File: config.mk
export PLATFORM = sky130hd
export DESIGN_NAME = io_responder
export DESIGN_NICKNAME = d
export VERILOG_FILES = /design/src/rtl/io_pkg.sv /design/src/rtl/sw_debounce.sv /design/src/rtl/io_responder.sv
export SDC_FILE = /design/constraint.sdc
export NUM_CORES = 1
export LEC_CHECK = 0
export BUFFER_PORTS_ARGS = -buffer_cell sky130_fd_sc_hd__buf_4
export CAP_MARGIN = 20
export CELL_PAD_IN_SITES_DETAIL_PLACEMENT = 0
export CELL_PAD_IN_SITES_GLOBAL_PLACEMENT = 1
export CORE_UTILIZATION = 25
export CTS_BUF_LIST = sky130_fd_sc_hd__clkbuf_16
export CTS_CLUSTER_DIAMETER = 50
export DETAILED_ROUTE_END_ITERATION = 8
export PLACE_DENSITY = 0.56
export SKIP_CTS_REPAIR_TIMING = 1
export SKIP_LAST_GASP = 1
export SLEW_MARGIN = 10
export SYNTH_ARGS = -nofsm -noshare
export SYNTH_HDL_FRONTEND = slang
export SYNTH_SLANG_ARGS = --single-unit
File: constraint.sdc
create_clock -name clk -period 4 [get_ports clk]
set_input_delay 0.2 -clock clk [delete_from_list [all_inputs] [get_ports clk]]
set_output_delay 0.2 -clock clk [all_outputs]
set_load 0.02 [all_outputs]
File: src/rtl/io_pkg.sv
// Shared constants and types for the IO responder: page base, register offsets,
// and the switch debounce state encoding.
package io_pkg;

    localparam logic [31:0] IO_BASE_DEFAULT = 32'hFFFF_FC00;

    localparam logic [7:0] OFF_LED_LO = 8'h60;
    localparam logic [7:0] OFF_LED_HI = 8'h62;
    localparam logic [7:0] OFF_BLINK  = 8'h64;
    localparam logic [7:0] OFF_SW_LO  = 8'h70;
    localparam logic [7:0] OFF_SW_HI  = 8'h72;

    typedef enum logic {
        STABLE   = 1'b0,
        COUNTING = 1'b1
    } db_state_e;

endpackage

File: src/rtl/sw_debounce.sv
// Two-flop synchroniser followed by a bank-wide debouncer: a new switch pattern
// is committed only after it has been seen unchanged for DEBOUNCE_CYCLES cycles.
module sw_debounce
    import io_pkg::*;
#(
    parameter int unsigned WIDTH           = 24,
    parameter int unsigned DEBOUNCE_CYCLES = 500000
) (
    input  logic             clk_i,
    input  logic             rst_i,
    input  logic [WIDTH-1:0] raw_i,
    output logic [WIDTH-1:0] deb_o
);

    localparam int unsigned      CNT_W   = $clog2(DEBOUNCE_CYCLES);
    localparam logic [CNT_W-1:0] CNT_MAX = CNT_W'(DEBOUNCE_CYCLES - 1);

    logic [WIDTH-1:0] sync1_q;
    logic [WIDTH-1:0] sync2_q;
    logic [WIDTH-1:0] cand_q, cand_d;
    logic [WIDTH-1:0] deb_q,  deb_d;
    logic [CNT_W-1:0] cnt_q,  cnt_d;
    db_state_e        state_q, state_d;

    // State register, synchroniser chain and debounce datapath registers
    always_ff @(posedge clk_i) begin
        if (rst_i) begin
            sync1_q <= '0;
            sync2_q <= '0;
            cand_q  <= '0;
            deb_q   <= '0;
            cnt_q   <= '0;
            state_q <= STABLE;
        end else begin
            sync1_q <= raw_i;
            sync2_q <= sync1_q;
            cand_q  <= cand_d;
            deb_q   <= deb_d;
            cnt_q   <= cnt_d;
            state_q <= state_d;
        end
    end

    // Debounce FSM: any change of the synchronised bank restarts the stability count
    always_comb begin
        state_d = state_q;
        cand_d  = cand_q;
        cnt_d   = cnt_q;
        deb_d   = deb_q;
        unique case (state_q)
            STABLE: begin
                if (sync2_q != deb_q) begin
                    cand_d  = sync2_q;
                    cnt_d   = '0;
                    state_d = COUNTING;
                end
            end
            COUNTING: begin
                if (sync2_q == deb_q) begin
                    cnt_d   = '0;
                    state_d = STABLE;
                end else if (sync2_q != cand_q) begin
                    cand_d = sync2_q;
                    cnt_d  = '0;
                end else if (cnt_q == CNT_MAX) begin
                    deb_d   = cand_q;
                    cnt_d   = '0;
                    state_d = STABLE;
                end else begin
                    cnt_d = cnt_q + CNT_W'(1);
                end
            end
        endcase
    end

    assign deb_o = deb_q;

endmodule

File: src/rtl/io_responder.sv
// Memory-mapped IO responder: LED registers, debounced switch readback and a
// registered read-data return path. Build macro IO_BLINK_EN adds a blink mask
// register at offset 0x64 and a blink timebase on LED[15:0].
module io_responder
    import io_pkg::*;
#(
    parameter logic [31:0] IO_BASE         = IO_BASE_DEFAULT,
    parameter int unsigned SW_WIDTH        = 24,
    parameter int unsigned LED_WIDTH       = 24,
    parameter int unsigned DEBOUNCE_CYCLES = 500000
`ifdef IO_BLINK_EN
    ,
    parameter int unsigned BLINK_DIV       = 50000000
`endif
) (
    input  logic                 clk,
    input  logic                 rst,
    input  logic                 led_ctrl,
    input  logic                 switch_ctrl,
    input  logic [31:0]          io_addr,
    input  logic [15:0]          io_wdata,
    output logic [15:0]          io_rdata,
    input  logic [SW_WIDTH-1:0]  sw_in,
    output logic [LED_WIDTH-1:0] led_out
);

    logic                 page_hit_c;
    logic [7:0]           off_c;
    logic [15:0]          rd_mux_c;
    logic [LED_WIDTH-1:0] led_q, led_d;
    logic [15:0]          rdata_q, rdata_d;
    logic [SW_WIDTH-1:0]  sw_deb;

    assign page_hit_c = (io_addr[31:8] == IO_BASE[31:8]);
    assign off_c      = io_addr[7:0];

    sw_debounce #(
        .WIDTH           (SW_WIDTH),
        .DEBOUNCE_CYCLES (DEBOUNCE_CYCLES)
    ) u_sw_debounce (
        .clk_i (clk),
        .rst_i (rst),
        .raw_i (sw_in),
        .deb_o (sw_deb)
    );

`ifdef IO_BLINK_EN
    localparam int unsigned BLINK_W = (BLINK_DIV > 1) ? $clog2(BLINK_DIV) : 1;

    logic [15:0]        mask_q, mask_d;
    logic [BLINK_W-1:0] bcnt_q, bcnt_d;
    logic               phase_q, phase_d;

    // Blink mask write and free-running phase timebase
    always_comb begin
        mask_d  = mask_q;
        bcnt_d  = bcnt_q + BLINK_W'(1);
        phase_d = phase_q;
        if (led_ctrl && page_hit_c && (off_c == OFF_BLINK)) begin
            mask_d = io_wdata;
        end
        if (bcnt_q == BLINK_W'(BLINK_DIV - 1)) begin
            bcnt_d  = '0;
            phase_d = ~phase_q;
        end
    end

    // Blink registers
    always_ff @(posedge clk) begin
        if (rst) begin
            mask_q  <= '0;
            bcnt_q  <= '0;
            phase_q <= 1'b0;
        end else begin
            mask_q  <= mask_d;
            bcnt_q  <= bcnt_d;
            phase_q <= phase_d;
        end
    end

    // Masked LEDs are dark during the low blink phase
    assign led_out = led_q & ~LED_WIDTH'(mask_q & ~{16{phase_q}});
`else
    assign led_out = led_q;
`endif

    // LED register writes; other offsets and page misses are ignored
    always_comb begin
        led_d = led_q;
        if (led_ctrl && page_hit_c) begin
            if (off_c == OFF_LED_LO) begin
                led_d[15:0] = io_wdata;
            end else if (off_c == OFF_LED_HI) begin
                led_d[LED_WIDTH-1:16] = io_wdata[LED_WIDTH-17:0];
            end
        end
    end

    // Read mux over the IO page; unmapped offsets read as zero
    always_comb begin
        rd_mux_c = '0;
        if (page_hit_c) begin
            case (off_c)
                OFF_LED_LO: rd_mux_c = led_q[15:0];
                OFF_LED_HI: rd_mux_c = 16'(led_q[LED_WIDTH-1:16]);
`ifdef IO_BLINK_EN
                OFF_BLINK:  rd_mux_c = mask_q;
`endif
                OFF_SW_LO:  rd_mux_c = sw_deb[15:0];
                OFF_SW_HI:  rd_mux_c = 16'(sw_deb[SW_WIDTH-1:16]);
                default:    rd_mux_c = '0;
            endcase
        end
    end

    // Read data loads on a read strobe; a concurrent write forces zero
    always_comb begin
        rdata_d = rdata_q;
        if (switch_ctrl) begin
            rdata_d = led_ctrl ? 16'h0000 : rd_mux_c;
        end
    end

    // LED and read-data registers
    always_ff @(posedge clk) begin
        if (rst) begin
            led_q   <= '0;
            rdata_q <= '0;
        end else begin
            led_q   <= led_d;
            rdata_q <= rdata_d;
        end
    end

    assign io_rdata = rdata_q;

endmodule

Yosys cells after proc, flatten, opt, wreduce, memory -nomap -nowiden
Cells that the tools add are included.

Logic and storage cells: 48. Register bits after elaboration: 156. Bits of input ports: 76. Output and inout port bits: 40.

Bitwise logic cells: 4. Reductions and logical operators: 5. Add/subtract/negate cells: 1. Equality and inequality tests: 12. Muxes and demuxes: 17.

Operator list (number): 19-bit two-way mux (4); 24-bit two-way mux (3); 16-bit case mux with 4 select lines (1); 24-bit inequality test (2); 24-bit case mux with 2 select lines (1); 19-bit case mux with 2 select lines (1); 8-bit by 7-bit equality test with 1-bit output (second input constant) (4); 16-bit two-way mux (2); 24-bit equality test (1); 24-bit equality test (second input constant) (1); 19-bit by 1-bit adder with 19-bit output (second input constant) (1); 19-bit equality test (second input constant) (1); 3-bit AND reduction (2); 1-bit two-way mux (4); 2-bit inequality test (second input constant) (2); 1-bit NOT (4); 4-bit AND reduction (1); 2-bit by 1-bit inequality test with 1-bit output (second input constant) (1); 1-bit case mux with 2 select lines (1); 2-bit AND reduction (1); 1-bit logical AND (1).

Longest topological paths before layout
Gate-level depths: netlist of the first run.

Word-level depth: 5. Gate-level depth with buffers: 9. Gate-level depth less buffers: 7.

Cells and area by module
Synthesis of the first run repeated with hierarchy kept, for this count alone.

Cell total of the unflattened synthesis: 694. Area, all modules: 6652.6 µm².

By module, submodules not included: sw_debounce (cells an instance 502, times used 1, seq. area each 2322.2 µm², area each 4663.2 µm²); io_responder (cells an instance 192, times used 1, seq. area each 800.8 µm², area each 1989.4 µm²).

Least setup slack after synthesis of the first run
Ideal clock, no wire load.

Kind: register to register. Start point: register u_sw_debounce.cnt_q[0]. End point: register u_sw_debounce.cnt_q[18]. Path buffers: 0. Data required time: 3863 ps. Period minus slack after synthesis: 1906 ps. Library setup time: 137 ps. Arrival: 1769 ps. Slack: 2094 ps. Stages on the path, launching flop included: 8. Cells stage by stage: dfxtp_1 ha_1 nand4_1 nor4_2 or3b_1 and3_1 nand3_1 a31oi_1.

Longest elaborated chain between the ends: 5. Elaborated cells between the ends (all ways): 6. Those cells by class: 1 x add/sub; 1 x eq/ne; 4 x mux.

RTL lines: start, declared (line sw_debounce.sv:22) `logic [CNT_W-1:0] cnt_q, cnt_d;`; start signal, assigned (line sw_debounce.sv:39) `cnt_q <= cnt_d;`; 19-bit by 1-bit adder with 19-bit output or 19-bit equality test (tied branches) (line sw_debounce.sv:70, sw_debounce.sv:65); 19-bit two-way mux (*) (line sw_debounce.sv:65) `end else if (cnt_q == CNT_MAX) begin`; 19-bit two-way mux (*) (line sw_debounce.sv:62) `end else if (sync2_q != cand_q) begin`; 19-bit two-way mux (*) (line sw_debounce.sv:59) `if (sync2_q == deb_q) begin`; 19-bit case mux with 2 select lines (*) (line sw_debounce.sv:50) `unique case (state_q)`.

Mark *: on every way between the ends. The rest lies on a longest branch, timed or not. A chain may end at the register's enable or synchronous reset.

Final worst setup path of the first run
Start point: register u_sw_debounce.sync2_q[19]. End point: register u_sw_debounce.cnt_q[7].

Longest elaborated chain between the ends: 4. Elaborated cells between the ends (all ways): 7. Those cells by class: 4 x eq/ne; 3 x mux.

RTL lines: start, declared (line sw_debounce.sv:19) `logic [WIDTH-1:0] sync2_q;`; start signal, assigned (line sw_debounce.sv:36) `sync2_q <= sync1_q;`; 24-bit inequality test (line sw_debounce.sv:62); 19-bit two-way mux (line sw_debounce.sv:62); 19-bit two-way mux (line sw_debounce.sv:59); 19-bit case mux with 2 select lines (line sw_debounce.sv:50).

Parallel ways exist; a longest one is shown, timed or not.

==> impl_metrics.ini, run 1 <==
[outcome]
status = finished, violations left
violations = hold timing

[layout]
nNetsFinal = 904
nFillCells = 2815
drive_gt1_share_pct = 22.4
final_common_cell = dfxtp_1
syn_to_final_growth_pct = 27.6
diodes = 0
mostFrequentLayoutCells = dfxtp_1, buf_4, a21oi_1, nor2b_1

[placed_design]
dp_hpwl_um = 13200
portBuffers = 115
gp_congestion = 0.746
dp_slack_ns = 1.42

[clock_tree]
cts-htree-levels = 4
cts_buffer_depth = 2
clkSlewWorstSetupHoldPaths_ns = 0.07
root_buffer = clkbuf_16
clkSinkCount = 156
tritoncts = yes
insertion_delay_ns = 0.42
cts_buffers = 17

[logic_synthesis]
synth-seq-cells = 156
synth_area_um2 = 6820
ys_warn_count = 0
syn-instance-count = 727
synth_area_per_cell_um2 = 9.38
synthDistinctLibCells = 51
synth_fp_nets = 804
ys_seq_area_share_pct = 45.8

[global_route]
antenna_found_initial = 0
grt-ovfl-total = 0
track_usage_pct = 14.2
grt_first_pass_wirelength_um = 30900
grt_max_degree = 97
grt_pass1_vias = 5359

[critical_path]
worstSetupPathType = flop to flop
critPathArrivalTime_ns = 2.93
worstPathCellList = xnor2_1 > nand4_1 > nor4_2 > nand4_2 > buf_4 > or3_1 > a311oi_2
rrSetupSlack_ns = 1.41
startpoint = u_sw_debounce.sync2_q[19]
ff2ff_path_depth = 7
cp_slowest_cell = dfxtp_1
cp_max_fo = 42
worstReg2RegStart = u_sw_debounce.sync2_q[19]
end_kind = flop
critPathCapture = u_sw_debounce.cnt_q[7]
cp-start-kind = flop
required_ns = 4.34
critPathMaxStageDelay_ns = 0.45
r2r_end = u_sw_debounce.cnt_q[7]

[worst_hold_path]
worst_hold_path_type = input pin to flop
min_path_cells = 2

[floorplan]
initial_core_util_pct = 25.4
fp.dieW_um = 167
fp.coreArea_um2 = 26900
dieArea_um2 = 27900
die_h_um = 167
io-pin-count = 116
core.rowCount = 60

[routing]
via_per_inst = 4.78
ant_nets = 0
first_iter_violations = 465
drcViolationCount = 0
drtPass1Iterations = 5
vias = 5645
wl_per_cell_um = 16.7
wl_um = 19700

[sta]
grt_setup_unrepaired = false
whs_ns = -0.0131
timing.final.crit_period_ns = 2.59
relSlewSlack_pct = 52.0
setup_ws_ns = 1.41
finalHoldViolations = 7
fmax_ghz = 0.387
skew_ns = 0.00918
fin_crit_sh_pct = 64.6
setup-violations-final = 0
tns_ns = 0
tightestPinTransition_ns = 0.718
drv_slew = 0

[power_and_ir_drop]
p_leak_uw = 0.00325
ir_worst_vdd_mv = 0.308
powerDensity_nw_per_um2 = 400

[job]
drv_cap = 0
[per-layer routing]
layer | wire, um | GRT usage [%]
met1 | 10400 | 21.5
met2 | 8150 | 20.1
met3 | 963 | 2.93
met5 | 0 | 0
met4 | 144 | 3.59
[Yosys cell counts, drive strengths merged]
| library cell | instances | area, um2 |
|---|---|---|
| dfxtp | 156 | 3120 |
| o311a | 2 | 20.0 |
| nand4 | 52 | 332 |
| ha | 1 | 12.5 |
| o31ai | 24 | 180 |
| or2 | 3 | 18.8 |
| or3 | 5 | 31.3 |
| o21ai | 20 | 100 |
| or3b | 1 | 8.76 |
| and3 | 2 | 12.5 |
| nand3 | 32 | 160 |
| nor2b | 67 | 419 |
| nor2 | 52 | 198 |
| clkbuf | 32 | 121 |
| nor4bb | 1 | 10.0 |
| a21oi | 68 | 340 |
| a31o | 1 | 8.76 |
| a31oi | 5 | 31.3 |
| nor3 | 9 | 55.1 |
| or4 | 2 | 15.0 |
| mux4 | 8 | 180 |
| a211oi | 1 | 7.51 |
| o2111ai | 2 | 17.5 |
| nor4b | 3 | 26.3 |
| and4 | 2 | 17.5 |
| nand3b | 6 | 45.0 |
| mux2 | 8 | 90.1 |
| mux2i | 24 | 240 |
| nand2 | 18 | 67.6 |
| xnor2 | 22 | 193 |
| o31a | 3 | 26.3 |
| buf | 26 | 154 |
| inv | 4 | 15.0 |
| and2 | 1 | 6.26 |
| nand4bb | 2 | 22.5 |
| nor4 | 12 | 87.6 |
| xor2 | 26 | 228 |
| nand2b | 13 | 81.3 |
| a311oi | 4 | 53.8 |
| o221ai | 7 | 61.3 |
[report_power, final]
part / internal [uW] / total, uW / switching (uW)
clock network: 944 / 1660 / 713
logic: 106 / 210 / 105
registers: 1580 / 1610 / 25.7
total: 2630 / 3480 / 844
[how the worst min path moves through the flow]
| stage | startpoint | end | slack (ns) |
|---|---|---|---|
| 3_5_place_dp | sw_in[19] | u_sw_debounce.sync1_q[19] | 0.41 |
| 6_report | sw_in[13] | u_sw_debounce.sync1_q[13] | -0.01 |
| 5_1_grt | sw_in[13] | u_sw_debounce.sync1_q[13] | 0.0005 |
| 2_1_floorplan | sw_in[0] | u_sw_debounce.sync1_q[0] | 0.33 |
| 4_1_cts | sw_in[19] | u_sw_debounce.sync1_q[19] | -0.03 |
| 3_3_place_gp | sw_in[4] | u_sw_debounce.sync1_q[4] | 0.42 |
[layout make-up]
class                      instances  area [um2]  share of cell area, %
multi-input combinational        509        3420                   39.3
sequential                       156        3120                   35.9
timing repair buffer             139        1110                   12.7
tap                              341         427                   4.90
clock buffer                      17         425                   4.89
clock inverter                    15         181                   2.09
inverter                           4        15.0                  0.173
[critical path: cells and delay by family (launching register included)]
| family | cells | cell delay (ns) |
|---|---|---|
| AOI/OAI and AO/OA | 1 | 0.25 |
| DFF | 1 | 0.45 |
| buffers and inverters | 1 | 0.39 |
| xor gates and xnor gates | 1 | 0.15 |
| and+or+nand+nor | 4 | 1.24 |
[metrics by stage]
step                cell area (um2)  cells  utilization (%)  power (uW)  hold WS, ns
CTS                            8580   1169             31.9        3530      -0.0349
detailed placement             7970   1137             29.7        1850        0.414
global route                   8700   1181             32.4        3620     0.000471
global placement               7950   1136             29.6        1850        0.419
floorplan                      6820    727                -        1750        0.328
finish                         8700   1181             32.4        3480      -0.0131
[cell families (layout without fill, tap and decap cells)]
kind of cell | after synthesis | after routing | synth area share [%]
buffers and inverters | 62 | 175 | 4.26
AO/OA/AOI/OAI | 137 | 137 | 12.4
adder cells (fa/ha/maj) | 1 | 1 | 0.183
flip-flops | 156 | 156 | 45.8
multiplexers | 40 | 40 | 7.49
AND/OR/NAND/NOR | 283 | 283 | 23.7
XOR/XNOR | 48 | 48 | 6.17
[flip-flops by register name, summed over array words and instances, names as in the netlist]
register / flops
u_sw_debounce.deb_o: 24
u_sw_debounce.state_q: 1
u_sw_debounce.sync1_q: 24
u_sw_debounce.cand_q: 24
u_sw_debounce.cnt_q: 19
u_sw_debounce.sync2_q: 24
io_rdata: 16
led_out: 24
(Power assumes the default switching activity.)
==> inputs of run 2 (changes only) <==
- clock period: 4 -> 2.4 ns (I/O delays scaled with it)
==> impl_metrics.ini, run 2 (synthesized netlist as in run 1, its figures left out) <==
[outcome]
status = completed

[critical_path]
required_ns = 2.73
critPathCapture = u_sw_debounce.cnt_q[17]
ff2ff_path_depth = 6
end_kind = flop
rrSetupSlack_ns = 0.15
critPathArrivalTime_ns = 2.58
worstSetupPathType = flop to flop
startpoint = u_sw_debounce.sync2_q[3]
cp-start-kind = flop
worstReg2RegStart = u_sw_debounce.sync2_q[3]
cp_max_fo = 11
r2r_end = u_sw_debounce.cnt_q[17]

[placed_design]
dp_hpwl_um = 13600
dp_slack_ns = 0.160
dp.cells = 1156
gp_congestion = 0.742
portBuffers = 115

[layout]
nFillCells = 2837
diodes = 0
ff_latch_area_um2 = 3120
nNetsFinal = 951
drive_gt1_share_pct = 23.2
mostFrequentLayoutCells = dfxtp_1, buf_4, a21oi_1, nor2b_1
stdcell_count = 1228
syn_to_final_growth_pct = 34.1
final_common_cell = dfxtp_1
multi_input_area_um2 = 3430
final_core_util_pct = 34.0

[sta]
finalHoldViolations = 0
relSlewSlack_pct = 54.1
setup_ws_ns = 0.154
drv_slew = 0
setup-violations-final = 0
grt_setup_unrepaired = true
tightestPinTransition_ns = 0.688
tns_ns = 0
fmax_ghz = 0.445
whs_ns = 0.164
skew_ns = 0.00988
timing.final.crit_period_ns = 2.25
fin_crit_sh_pct = 93.6

[floorplan]
fp.dieW_um = 167
io-pin-count = 116
dieArea_um2 = 27900
fp.coreArea_um2 = 26900
core.rowCount = 60
initial_core_util_pct = 25.4
die_h_um = 167

[routing]
wl_um = 20200
wl_per_cell_um = 16.5
via_per_inst = 4.76
ant_nets = 0
drcViolationCount = 0
drtPass1Iterations = 5
first_iter_violations = 371
vias = 5842

[global_route]
grt_max_degree = 64
track_usage_pct = 14.5
grt_pass1_vias = 5467
grt-ovfl-total = 0
antenna_found_initial = 0
grt_first_pass_wirelength_um = 31800

[clock_tree]
insertion_delay_ns = 0.42
clkSlewWorstSetupHoldPaths_ns = 0.07
cts_buffers = 17
clkSinkCount = 156
cts_buffer_depth = 2
root_buffer = clkbuf_16
cts-htree-levels = 4
tritoncts = yes

[power_and_ir_drop]
powerDensity_nw_per_um2 = 637
p_leak_uw = 0.00345
ir_worst_vdd_mv = 0.341

[worst_hold_path]
min_from = switch_ctrl
worst_hold_path_type = input pin to flop

[job]
drv_cap = 0
## run 2: cell types whose count changed in the layout (fill, tap and decap cells not counted), sizes merged
cell         change
buf             +19
clkinv           -5
clkinvlp         +2
dlygate4sd3     +28
inv              +3
## run 2: per-stage QoR
stage	area (um2)	total power [uW]
6_report	9140	5830
5_1_grt	9140	6070
4_1_cts	8730	5860
3_5_place_dp	8140	3100
3_3_place_gp	8140	3100
2_1_floorplan	6820	2920
## run 2: where the power goes
group	internal, uW	switching (uW)	total [uW]
registers	2640	39.3	2680
logic	221	194	415
clock network	1550	1180	2730
## run 2: layout make-up
type                       count  area share [%]
sequential                   156            34.2
multi-input combinational    509            37.5
inverter                       4           0.164
clock inverter                15            1.79
timing repair buffer         186            17.1
tap                          341            4.67
clock buffer                  17            4.65
## run 2: worst min-delay path by stage
stage	endpoint	slack (ns)	cells after the start
3_5_place_dp	u_sw_debounce.sync1_q[3]	0.34	2
4_1_cts	u_sw_debounce.sync1_q[3]	-0.12	2
3_3_place_gp	u_sw_debounce.sync1_q[15]	0.34	2
2_1_floorplan	u_sw_debounce.sync1_q[0]	0.25	1
5_1_grt	io_rdata[9]	0.17	4
6_report	io_rdata[5]	0.16	4
## run 2: per-layer routing
metal / vias to the layer above / GRT usage (%) / wire length, um
li1: 2917 / - / -
met1: 2759 / 22.6 / 10800
met2: 155 / 19.7 / 8300
met3: 11 / 2.79 / 910
met4: 0 / 4.31 / 184
met5: - / 0 / 0
## run 2: worst max-delay path, stage by stage (launching register included)
cell and delay, ns:
dfxtp_1 0.44, xnor2_1 0.14, nand4_1 0.14, nor4_2 0.42
and4_4 0.42, nand3_1 0.32, o221ai_1 0.27
==> inputs of run 3 (changes only) <==
- CORE_ASPECT_RATIO: default -> 1.5
==> impl_metrics.ini, run 3 (synthesized netlist as in run 1, its figures left out) <==
[outcome]
status = completed

[critical_path]
cp-start-kind = flop
required_ns = 2.70
worstReg2RegStart = u_sw_debounce.deb_o[1]
cp_max_fo = 11
startpoint = u_sw_debounce.deb_o[1]
critPathArrivalTime_ns = 2.54
worstSetupPathType = flop to flop
end_kind = flop
ff2ff_path_depth = 7

[power_and_ir_drop]
p_leak_uw = 0.00359
ir_worst_vdd_mv = 0.485
powerDensity_nw_per_um2 = 667
finalPower_uw = 6250

[clock_tree]
tritoncts = yes
root_buffer = clkbuf_16
clkSlewWorstSetupHoldPaths_ns = 0.06
insertion_delay_ns = 0.43
cts_buffer_depth = 2
cts_buffers = 17
clkSinkCount = 156
cts-htree-levels = 4

[floorplan]
io-pin-count = 116
dieArea_um2 = 27900
core.rowCount = 73
die_h_um = 204
fp.coreArea_um2 = 26700
initial_core_util_pct = 25.6
fp.dieW_um = 137

[layout]
syn_to_final_growth_pct = 37.6
stdcell_count = 1240
diodes = 0
final_common_cell = dfxtp_1
fin_area_um2 = 9380
nNetsFinal = 967
nFillCells = 2820
drive_gt1_share_pct = 24.7
mostFrequentLayoutCells = dfxtp_1, buf_4, a21oi_1, nor2b_1

[sta]
fin_crit_sh_pct = 93.3
tightestPinTransition_ns = 0.412
timing.final.crit_period_ns = 2.24
tns_ns = 0
relSlewSlack_pct = 72.3
setup-violations-final = 0
drv_slew = 0
finalHoldViolations = 0
fmax_ghz = 0.447
skew_ns = 0.0101
grt_setup_unrepaired = false

[routing]
drtPass1Iterations = 4
wl_um = 20100
wl_per_cell_um = 16.2
drcViolationCount = 0
vias = 5808
ant_nets = 0
via_per_inst = 4.68
first_iter_violations = 339

[placed_design]
portBuffers = 115
dpl-instance-area_um2 = 8290
dp.cells = 1168
dp_hpwl_um = 13500
gp_congestion = 0.755

[global_route]
grt_max_degree = 69
grt-ovfl-total = 0
antenna_found_initial = 0
grt_pass1_vias = 5464
grt_first_pass_wirelength_um = 30700
track_usage_pct = 14.4

[job]
drv_cap = 0

[worst_hold_path]
min_path_cells = 2
worst_hold_path_type = input pin to flop
min_from = rst
-- run 3: cell count changes in the layout (fill, tap and decap cells not counted), sizes merged --
cell | previous run | this run
buf | 146 | 162
inv | 13 | 10
bufinv | 2 | 6
clkinv | 0 | 3
clkinvlp | 4 | 0
-- run 3: layout make-up --
| class | count | area (um2) | share of cell area (%) |
|---|---|---|---|
| Tap cell | 337 | 422 | 4.50 |
| Clock inverter | 15 | 258 | 2.75 |
| Sequential cell | 156 | 3120 | 33.3 |
| Clock buffer | 17 | 425 | 4.54 |
| Inverter | 4 | 15.0 | 0.160 |
| Multi-Input combinational cell | 509 | 3420 | 36.4 |
| Timing Repair Buffer | 202 | 1720 | 18.3 |
-- run 3: stage by stage --
step / util [%] / hold slack (ns) / worst slack (ns)
4_1_cts: 33.7 / -0.128 / 0.0508
5_1_grt: 35.2 / 0.130 / 0.0317
6_report: 35.2 / 0.108 / 0.162
3_3_place_gp: 31.1 / 0.335 / 0.0771
2_1_floorplan: - / 0.248 / 0.494
3_5_place_dp: 31.1 / 0.334 / 0.0919
-- run 3: final timing paths --
kind	endpoint	slack (ns)
worst min register to register	u_sw_debounce.sync2_q[19]	0.44
worst min-delay path	u_sw_debounce.cnt_q[3]	0.11
worst max register to register	u_sw_debounce.cnt_q[7]	0.16
worst max-delay path	u_sw_debounce.cnt_q[7]	0.16
-- run 3: where the power goes --
part           switching, uW  leakage [uW]  total, uW  internal, uW
Sequential              36.9       0.00127       2680          2640
Clock                   1170      0.000336       3150          1980
Combinational            198       0.00199        428           230
-- run 3: metal layers --
metal	track usage (%)	vias to the layer above	wire length, um
met5	0	-	0
met2	23.6	144	9820
met3	3.08	10	874
li1	-	2945	-
met4	4.40	0	213
met1	18.7	2709	9170
-- run 3: worst max-delay path: stages (launching register included) --
cell and delay (ns):
dfxtp_1 0.33, xor2_1 0.16, nor4_1 0.39, nand4_1 0.34
or2_2 0.45, buf_4 0.19, a31oi_1 0.17, a311oi_2 0.07
